==> src/rtl/alu_arbiter_if.sv <==
// alu_arbiter_if
// Bundles the signals between two requesters, the arbiter, and the shared
// ALU datapath.
//   req0_*/req1_* : valid/ready handshake, operands a/b (N bits), 4-bit op code
//   alu_a/alu_b/alu_op : operands and op select driven to the shared datapath
//   alu_result/alu_flags : combinational result and flags from the datapath
//   rsp_* : registered response (strobe, owner id, result, flags, illegal-op error)
// Modports:
//   slave  - the arbiter side
//   master - the requester/datapath side (the environment around the arbiter)
interface alu_arbiter_if #(
    parameter int N = 32
);
    logic         req0_valid;
    logic         req0_ready;
    logic [N-1:0] req0_a;
    logic [N-1:0] req0_b;
    logic [3:0]   req0_op;

    logic         req1_valid;
    logic         req1_ready;
    logic [N-1:0] req1_a;
    logic [N-1:0] req1_b;
    logic [3:0]   req1_op;

    logic [N-1:0] alu_a;
    logic [N-1:0] alu_b;
    logic [3:0]   alu_op;
    logic [N-1:0] alu_result;
    logic [3:0]   alu_flags;

    logic         rsp_valid;
    logic         rsp_id;
    logic [N-1:0] rsp_result;
    logic [3:0]   rsp_flags;
    logic         rsp_err;

    modport slave (
        input  req0_valid, req0_a, req0_b, req0_op,
        input  req1_valid, req1_a, req1_b, req1_op,
        output req0_ready, req1_ready,
        output alu_a, alu_b, alu_op,
        input  alu_result, alu_flags,
        output rsp_valid, rsp_id, rsp_result, rsp_flags, rsp_err
    );

    modport master (
        output req0_valid, req0_a, req0_b, req0_op,
        output req1_valid, req1_a, req1_b, req1_op,
        input  req0_ready, req1_ready,
        input  alu_a, alu_b, alu_op,
        output alu_result, alu_flags,
        input  rsp_valid, rsp_id, rsp_result, rsp_flags, rsp_err
    );
endinterface

==> src/rtl/alu_arbiter.sv <==
// alu_arbiter
// Round-robin arbiter that lets two requesters share one combinational ALU.
// A request is accepted in IDLE, its operands are presented to the datapath
// during EXEC, and the registered result is strobed out during RESP.
// Ports:
//   clk  - single clock, rising edge
//   rst  - synchronous active-high reset
//   bus  - alu_arbiter_if slave modport (request handshakes, datapath, response)
module alu_arbiter #(
    parameter int N = 32
) (
    input  logic clk,
    input  logic rst,
    alu_arbiter_if.slave bus
);

    localparam logic [1:0] IDLE = 2'd0;
    localparam logic [1:0] EXEC = 2'd1;
    localparam logic [1:0] RESP = 2'd2;

    localparam logic [3:0] MAX_OP = 4'd10;

    logic [1:0]   state;
    logic         last_grant;
    logic         grant;
    logic         hs0;
    logic         hs1;

    logic [N-1:0] lat_a;
    logic [N-1:0] lat_b;
    logic [3:0]   lat_op;
    logic         lat_id;

    logic [N-1:0] res_q;
    logic [3:0]   flags_q;
    logic         err_q;
    logic         id_q;

    // With both requesters valid the one that was not served last wins;
    // otherwise the grant simply follows whichever one is valid.
    always_comb begin
        grant = 1'b0;
        if (bus.req0_valid && bus.req1_valid) begin
            grant = ~last_grant;
        end else begin
            grant = bus.req1_valid;
        end
    end

    // Ready is combinational so the handshake lands in the same IDLE cycle;
    // it is masked by rst so nothing is accepted while reset is held.
    assign hs0 = !rst && (state == IDLE) && bus.req0_valid && !grant;
    assign hs1 = !rst && (state == IDLE) && bus.req1_valid &&  grant;

    assign bus.req0_ready = hs0;
    assign bus.req1_ready = hs1;

    assign bus.alu_a  = lat_a;
    assign bus.alu_b  = lat_b;
    assign bus.alu_op = lat_op;

    assign bus.rsp_valid  = (state == RESP) && !rst;
    assign bus.rsp_id     = id_q;
    assign bus.rsp_result = res_q;
    assign bus.rsp_flags  = flags_q;
    assign bus.rsp_err    = err_q;

    always_ff @(posedge clk) begin
        if (rst) begin
            state      <= IDLE;
            last_grant <= 1'b1;
            lat_a      <= '0;
            lat_b      <= '0;
            lat_op     <= '0;
            lat_id     <= 1'b0;
            res_q      <= '0;
            flags_q    <= '0;
            err_q      <= 1'b0;
            id_q       <= 1'b0;
        end else begin
            case (state)
                IDLE: begin
                    if (hs0 || hs1) begin
                        state      <= EXEC;
                        last_grant <= hs1;
                        lat_id     <= hs1;
                        lat_a      <= hs1 ? bus.req1_a  : bus.req0_a;
                        lat_b      <= hs1 ? bus.req1_b  : bus.req0_b;
                        lat_op     <= hs1 ? bus.req1_op : bus.req0_op;
                    end
                end
                EXEC: begin
                    // Illegal op codes never let datapath output leak into the response.
                    state <= RESP;
                    id_q  <= lat_id;
                    if (lat_op > MAX_OP) begin
                        res_q   <= '0;
                        flags_q <= '0;
                        err_q   <= 1'b1;
                    end else begin
                        res_q   <= bus.alu_result;
                        flags_q <= bus.alu_flags;
                        err_q   <= 1'b0;
                    end
                end
                RESP: begin
                    state <= IDLE;
                end
                default: begin
                    state <= IDLE;
                end
            endcase
        end
    end

endmodule
==> src/flat_wrapper.sv <==
// flat-port wrapper written by rule: the top's interface ports become plain ports
module alu_arbiter_flat 
#(
    parameter int N = 32
)
  (clk, rst, bus_req0_valid, bus_req0_a, bus_req0_b, bus_req0_op, bus_req1_valid, bus_req1_a, bus_req1_b, bus_req1_op, bus_req0_ready, bus_req1_ready, bus_alu_a, bus_alu_b, bus_alu_op, bus_alu_result, bus_alu_flags, bus_rsp_valid, bus_rsp_id, bus_rsp_result, bus_rsp_flags, bus_rsp_err);
  alu_arbiter_if #(.N(N)) bus_i ();
  input  logic clk;
  input  logic rst;
  input wire logic [$bits(bus_i.req0_valid)-1:0] bus_req0_valid;
  input wire logic [$bits(bus_i.req0_a)-1:0] bus_req0_a;
  input wire logic [$bits(bus_i.req0_b)-1:0] bus_req0_b;
  input wire logic [$bits(bus_i.req0_op)-1:0] bus_req0_op;
  input wire logic [$bits(bus_i.req1_valid)-1:0] bus_req1_valid;
  input wire logic [$bits(bus_i.req1_a)-1:0] bus_req1_a;
  input wire logic [$bits(bus_i.req1_b)-1:0] bus_req1_b;
  input wire logic [$bits(bus_i.req1_op)-1:0] bus_req1_op;
  output wire logic [$bits(bus_i.req0_ready)-1:0] bus_req0_ready;
  output wire logic [$bits(bus_i.req1_ready)-1:0] bus_req1_ready;
  output wire logic [$bits(bus_i.alu_a)-1:0] bus_alu_a;
  output wire logic [$bits(bus_i.alu_b)-1:0] bus_alu_b;
  output wire logic [$bits(bus_i.alu_op)-1:0] bus_alu_op;
  input wire logic [$bits(bus_i.alu_result)-1:0] bus_alu_result;
  input wire logic [$bits(bus_i.alu_flags)-1:0] bus_alu_flags;
  output wire logic [$bits(bus_i.rsp_valid)-1:0] bus_rsp_valid;
  output wire logic [$bits(bus_i.rsp_id)-1:0] bus_rsp_id;
  output wire logic [$bits(bus_i.rsp_result)-1:0] bus_rsp_result;
  output wire logic [$bits(bus_i.rsp_flags)-1:0] bus_rsp_flags;
  output wire logic [$bits(bus_i.rsp_err)-1:0] bus_rsp_err;
  assign bus_i.req0_valid = bus_req0_valid;
  assign bus_i.req0_a = bus_req0_a;
  assign bus_i.req0_b = bus_req0_b;
  assign bus_i.req0_op = bus_req0_op;
  assign bus_i.req1_valid = bus_req1_valid;
  assign bus_i.req1_a = bus_req1_a;
  assign bus_i.req1_b = bus_req1_b;
  assign bus_i.req1_op = bus_req1_op;
  assign bus_req0_ready = bus_i.req0_ready;
  assign bus_req1_ready = bus_i.req1_ready;
  assign bus_alu_a = bus_i.alu_a;
  assign bus_alu_b = bus_i.alu_b;
  assign bus_alu_op = bus_i.alu_op;
  assign bus_i.alu_result = bus_alu_result;
  assign bus_i.alu_flags = bus_alu_flags;
  assign bus_rsp_valid = bus_i.rsp_valid;
  assign bus_rsp_id = bus_i.rsp_id;
  assign bus_rsp_result = bus_i.rsp_result;
  assign bus_rsp_flags = bus_i.rsp_flags;
  assign bus_rsp_err = bus_i.rsp_err;
  alu_arbiter #(.N(N)) u_core (.clk(clk), .rst(rst), .bus(bus_i));
endmodule
==> config.mk <==
export PLATFORM = sky130hd
export DESIGN_NAME = alu_arbiter_flat
export DESIGN_NICKNAME = d
export VERILOG_FILES = /design/src/rtl/alu_arbiter_if.sv /design/src/rtl/alu_arbiter.sv /design/src/flat_wrapper.sv
export SDC_FILE = /design/constraint.sdc
export NUM_CORES = 1
export LEC_CHECK = 0
export CAP_MARGIN = 20
export CELL_PAD_IN_SITES_DETAIL_PLACEMENT = 1
export CELL_PAD_IN_SITES_GLOBAL_PLACEMENT = 1
export CORE_UTILIZATION = 28
export DETAILED_ROUTE_END_ITERATION = 10
export PLACE_DENSITY_LB_ADDON = 0.1
export SLEW_MARGIN = 25
export SYNTH_ARGS = -nofsm -noshare
export SYNTH_HDL_FRONTEND = slang
export SYNTH_SLANG_ARGS = --single-unit
==> constraint.sdc <==
create_clock -name clk -period 4.8 [get_ports clk]
set_clock_uncertainty 0.15 [all_clocks]
set_input_delay 0.72 -clock clk [delete_from_list [all_inputs] [get_ports clk]]
set_output_delay 0.72 -clock clk [all_outputs]
set_load 0.1 [all_outputs]
* Word-level counts from Yosys, hierarchy flattened
Cells that the tools add are included.
Storage, ports and cells: output and inout port bits 109, register bits 110, input bits 176
Operators by class: reduce and logical (&&, ||, !) cells 12, equal/unequal tests 3, order comparisons 1, bitwise operators 1, muxes and demuxes 9
Operators by type and width (number):
- $mux 32 | 3
- $mux 4 | 2
- $logic_and 1x1->1 | 7
- $gt 4x4->1 const B | 1
- $pmux 2 s2 | 1
- $eq 2x1->1 const B | 1
- $eq 2x2->1 const B | 1
- $logic_not 1->1 | 2
- $logic_not 2->1 | 1
- $mux 1 | 2
- $mux 2 | 1
- $ne 2x2->1 const B | 1
- $reduce_and 2->1 | 1
- $logic_or 1x1->1 | 1
- $not 1->1 | 1

* Depth between registers and ports, before layout
depth in word-level cells 7, depth in mapped cells 7

* Least setup slack after synthesis
Ideal clock, no wire load.
path type input -> output, start input rst, end output bus_rsp_valid, data arrival time 3.324 ns, required time 3.930 ns, stages 3, slack 0.606 ns, path through clkbuf_1 -> clkbuf_1 -> nor3b_1
Between the ends: longest elaborated chain between the ends 2
Ends and longest elaborated chain:
- from (decl) | line flat_wrapper.sv:9 | input logic rst;
- $logic_not 1->1 | line alu_arbiter.sv:62 | assign bus.rsp_valid = (state == RESP) && !rst;
- $logic_and 1x1->1 | line alu_arbiter.sv:62
- to (decl) | line flat_wrapper.sv:25 | output wire logic [$bits(bus_i.rsp_valid)-1:0] bus_rsp_valid;
Every way passes these cells.

* Worst setup path in the final report
Same ends and word-level chain as after synthesis.

==> impl_metrics.py <==
metrics = {
    "clocking": {
        "clock_latency_ps": 350,
        "cts_root_buffer": "clkbuf_16",
        "htreeDepth": 3,
        "cts.sinks": 110,
        "post_cts_resized": 0,
        "postCtsSetupBuffers": 0,
        "cts_max_path_buffers": 2,
        "path_clk_slew_ps": 70,
        "cts_hold_buffers": 0,
        "cts_inserted_buffers": 9,
        "cts_tree": "yes",
    },
    "timing": {
        "finalHoldViolations": 0,
        "finalSetupViolCount": 0,
        "relSlewSlack": 0.299,
        "rsz0062_at_grt": "no",
        "fin_crit_sh": 0.689,
        "max_freq_mhz": 302,
        "slew_violations": 0,
        "period_needed_ps": 3310,
        "worst_pin_slew_ps": 1050,
        "fin_tns_setup_ps": 0,
        "fin_ws_ps": 1490,
    },
    "final_layout": {
        "layout-drive-gt1-share": 0.0609,
        "syn2layout_area_growth_pct": 68.6,
        "layout_commonest_cell": "clkdlybuf4s50_1",
        "mostFrequentLayoutCells": "clkdlybuf4s50_1 (281), dfxtp_1 (110), a21oi_1 (70), o21ai_1 (68), nand3_1 (68)",
        "num_antenna_cells": 0,
        "nets": 926,
    },
    "placed_design": {
        "dp_slack_ps": 1390,
        "dp_hpwl_um": 12900,
        "globalplace.congestion": 0.764,
        "numPortBuffers": 284,
    },
    "worst_setup_path": {
        "reg2reg_depth": 4,
        "cp_max_fo": 48,
        "r2r_slack_ps": 2280,
        "worstPathArrival_ps": 2440,
        "crit_path_start_kind": "input pin",
        "critPathCaptureType": "output port",
        "slowest_delay_ps": 1170,
        "crit_chain": "buf_4 -> nor3b_1 -> clkdlybuf4s50_1",
        "crit_type": "input pin to output port",
        "r2r-end": "u_core.bus.alu_b[26]",
        "cpMaxStageDelayCell": "clkdlybuf4s50_1",
        "timing.rr.start": "u_core.state[1]",
        "critPathLaunch": "rst",
        "critPathRequiredTime_ps": 3930,
    },
    "route": {
        "wl_per_cell_um": 19.8,
        "via_count": 5201,
        "drtIter0Drc": 225,
        "firstDrtPassIters": 4,
        "post-route-drc-count": 0,
        "detail-route-antenna-nets": 0,
        "wl_um": 19300,
        "via_per_inst": 5.33,
    },
    "power": {
        "clock_power_share": 0.289,
        "power_frac_seq": 0.337,
        "power_density_mw_per_mm2": 388,
        "peakVddDrop_v": 0.000164,
        "p_switching_mw": 1.22,
        "p_comb_frac": 0.374,
        "intPower_mw": 1.86,
        "swShare": 0.396,
        "p_leak_nw": 2.66,
    },
    "worst_hold_path": {
        "hold_end": "u_core.bus.rsp_id",
        "hold_depth": 2,
        "hold_start": "u_core.lat_id",
        "hp-class": "register to register",
    },
    "global_route": {
        "overflow": 0,
        "grt_pass1_vias": 5313,
        "grt_pass1_wl_um": 30200,
        "antenna_found_initial": 0,
        "grt_max_degree": 93,
        "grt.total_usage": 0.220,
    },
    "floorplan": {
        "core_mm2": 0.0165,
        "fp.dieH_um": 132,
        "die_w_um": 132,
        "io-pin-count": 285,
        "dieArea_mm2": 0.0173,
        "rows": 47,
        "start_util": 0.285,
    },
    "flow_run": {
        "drv_cap": 0,
    },
    "yosys": {
        "synth_cell_types": 29,
        "synthesis.instances": 513,
        "ys_seq_area_frac": 0.468,
        "syn_area_mm2": 0.00471,
        "yosys_warnings": 0,
        "avgSynthCellArea_um2": 9.18,
        "synth_seq_cells": 110,
        "syn_nets": 689,
    },
    "outcome": {
        "status": "completed",
    },
}
## Yosys cell counts
master | count | area [um2]
a211oi_4 | 1 | 20.0
a22o_1 | 36 | 315
dfxtp_1 | 110 | 2200
a21o_1 | 1 | 7.51
nor3b_1 | 2 | 15.0
nor3_2 | 1 | 10.0
inv_1 | 2 | 7.51
o21ai_1 | 68 | 340
o21ai_0 | 1 | 5.00
a311oi_1 | 58 | 508
or2_0 | 1 | 6.26
nand2b_1 | 3 | 18.8
buf_6 | 3 | 33.8
nor2b_1 | 1 | 6.26
and2_4 | 1 | 8.76
and3_1 | 1 | 6.26
nor2_1 | 4 | 15.0
nand3_1 | 68 | 340
buf_2 | 39 | 195
clkbuf_1 | 19 | 71.3
or3_1 | 1 | 6.26
buf_1 | 6 | 22.5
a311oi_2 | 10 | 150
o32ai_1 | 1 | 8.76
a21boi_2 | 1 | 11.3
a21bo_2 | 1 | 10.0
a21oi_1 | 70 | 350
o311ai_0 | 1 | 8.76
nand2_1 | 2 | 7.51
## how the worst max path moves through the flow
stage,depth (start not counted),slack (ps),endpoint
after floorplan,3,610,bus_rsp_valid
after global placement,3,1430,bus_rsp_valid
after detailed placement,4,1390,u_core.bus.alu_b[26]
after CTS,3,1480,bus_rsp_valid
after global routing,3,1390,bus_rsp_valid
final,3,1490,bus_rsp_valid
## worst max-delay path, delay by kind of cell
family,cells,cell delay (ps)
buffers and inverters,2,1460
AND/OR/NAND/NOR,1,240
## layer usage
| layer | global-route usage | routed length [um] | vias to the layer above |
|---|---|---|---|
| li1 | - | - | 2461 |
| met1 | 0.285 | 8610 | 2515 |
| met2 | 0.358 | 9120 | 200 |
| met3 | 0.0455 | 1150 | 25 |
| met4 | 0.0846 | 449 | 0 |
| met5 | 0 | 0 | - |
## stage by stage
| step | std cells | instance area (um2) | hold slack [ps] | utilization | total power, mW |
|---|---|---|---|---|---|
| after detailed placement | 959 | 7580 | 302 | 0.459 | 2.21 |
| final | 975 | 7940 | 311 | 0.480 | 3.08 |
| after CTS | 975 | 7940 | 313 | 0.480 | 3.11 |
| after floorplan | 513 | 4710 | 282 | - | 1.85 |
| after global placement | 959 | 7580 | 302 | 0.459 | 2.19 |
| after global routing | 975 | 7940 | 328 | 0.480 | 3.19 |
## logic make-up after synthesis
kind of cell	Yosys count	synth area share
AOI/OAI and AO/OA	249	0.369
DFF	110	0.468
and+or+nand+nor	85	0.0935
buffers and inverters	69	0.0702
## layout make-up
class                      instances  area, um2
fill                            1832       8590
timing repair buffer             293       2900
tap                              220        275
multi-input combinational        334       2190
clock inverter                     6        116
clock buffer                      10        239
sequential                       110       2200
inverter                           2       7.51
## flip-flops by register name, indices dropped and copies added, names as in the netlist
register               cells
u_core.bus.rsp_result     32
u_core.bus.alu_b          32
u_core.bus.alu_a          32
u_core.bus.alu_op          4
u_core.bus.rsp_id          1
u_core.bus.rsp_flags       4
u_core.bus.rsp_err         1
u_core.lat_id              1
u_core.last_grant          1
u_core.state               2
## power by group through the flow
stage	logic [mW]	clock network (mW)	registers [mW]
3_3_place_gp	1.14	0	1.05
6_report	1.15	0.888	1.04
3_5_place_dp	1.15	0	1.06
5_1_grt	1.20	0.943	1.05
2_1_floorplan	0.260	0	1.59
4_1_cts	1.16	0.912	1.04
Power figures use the tool's default switching activity.
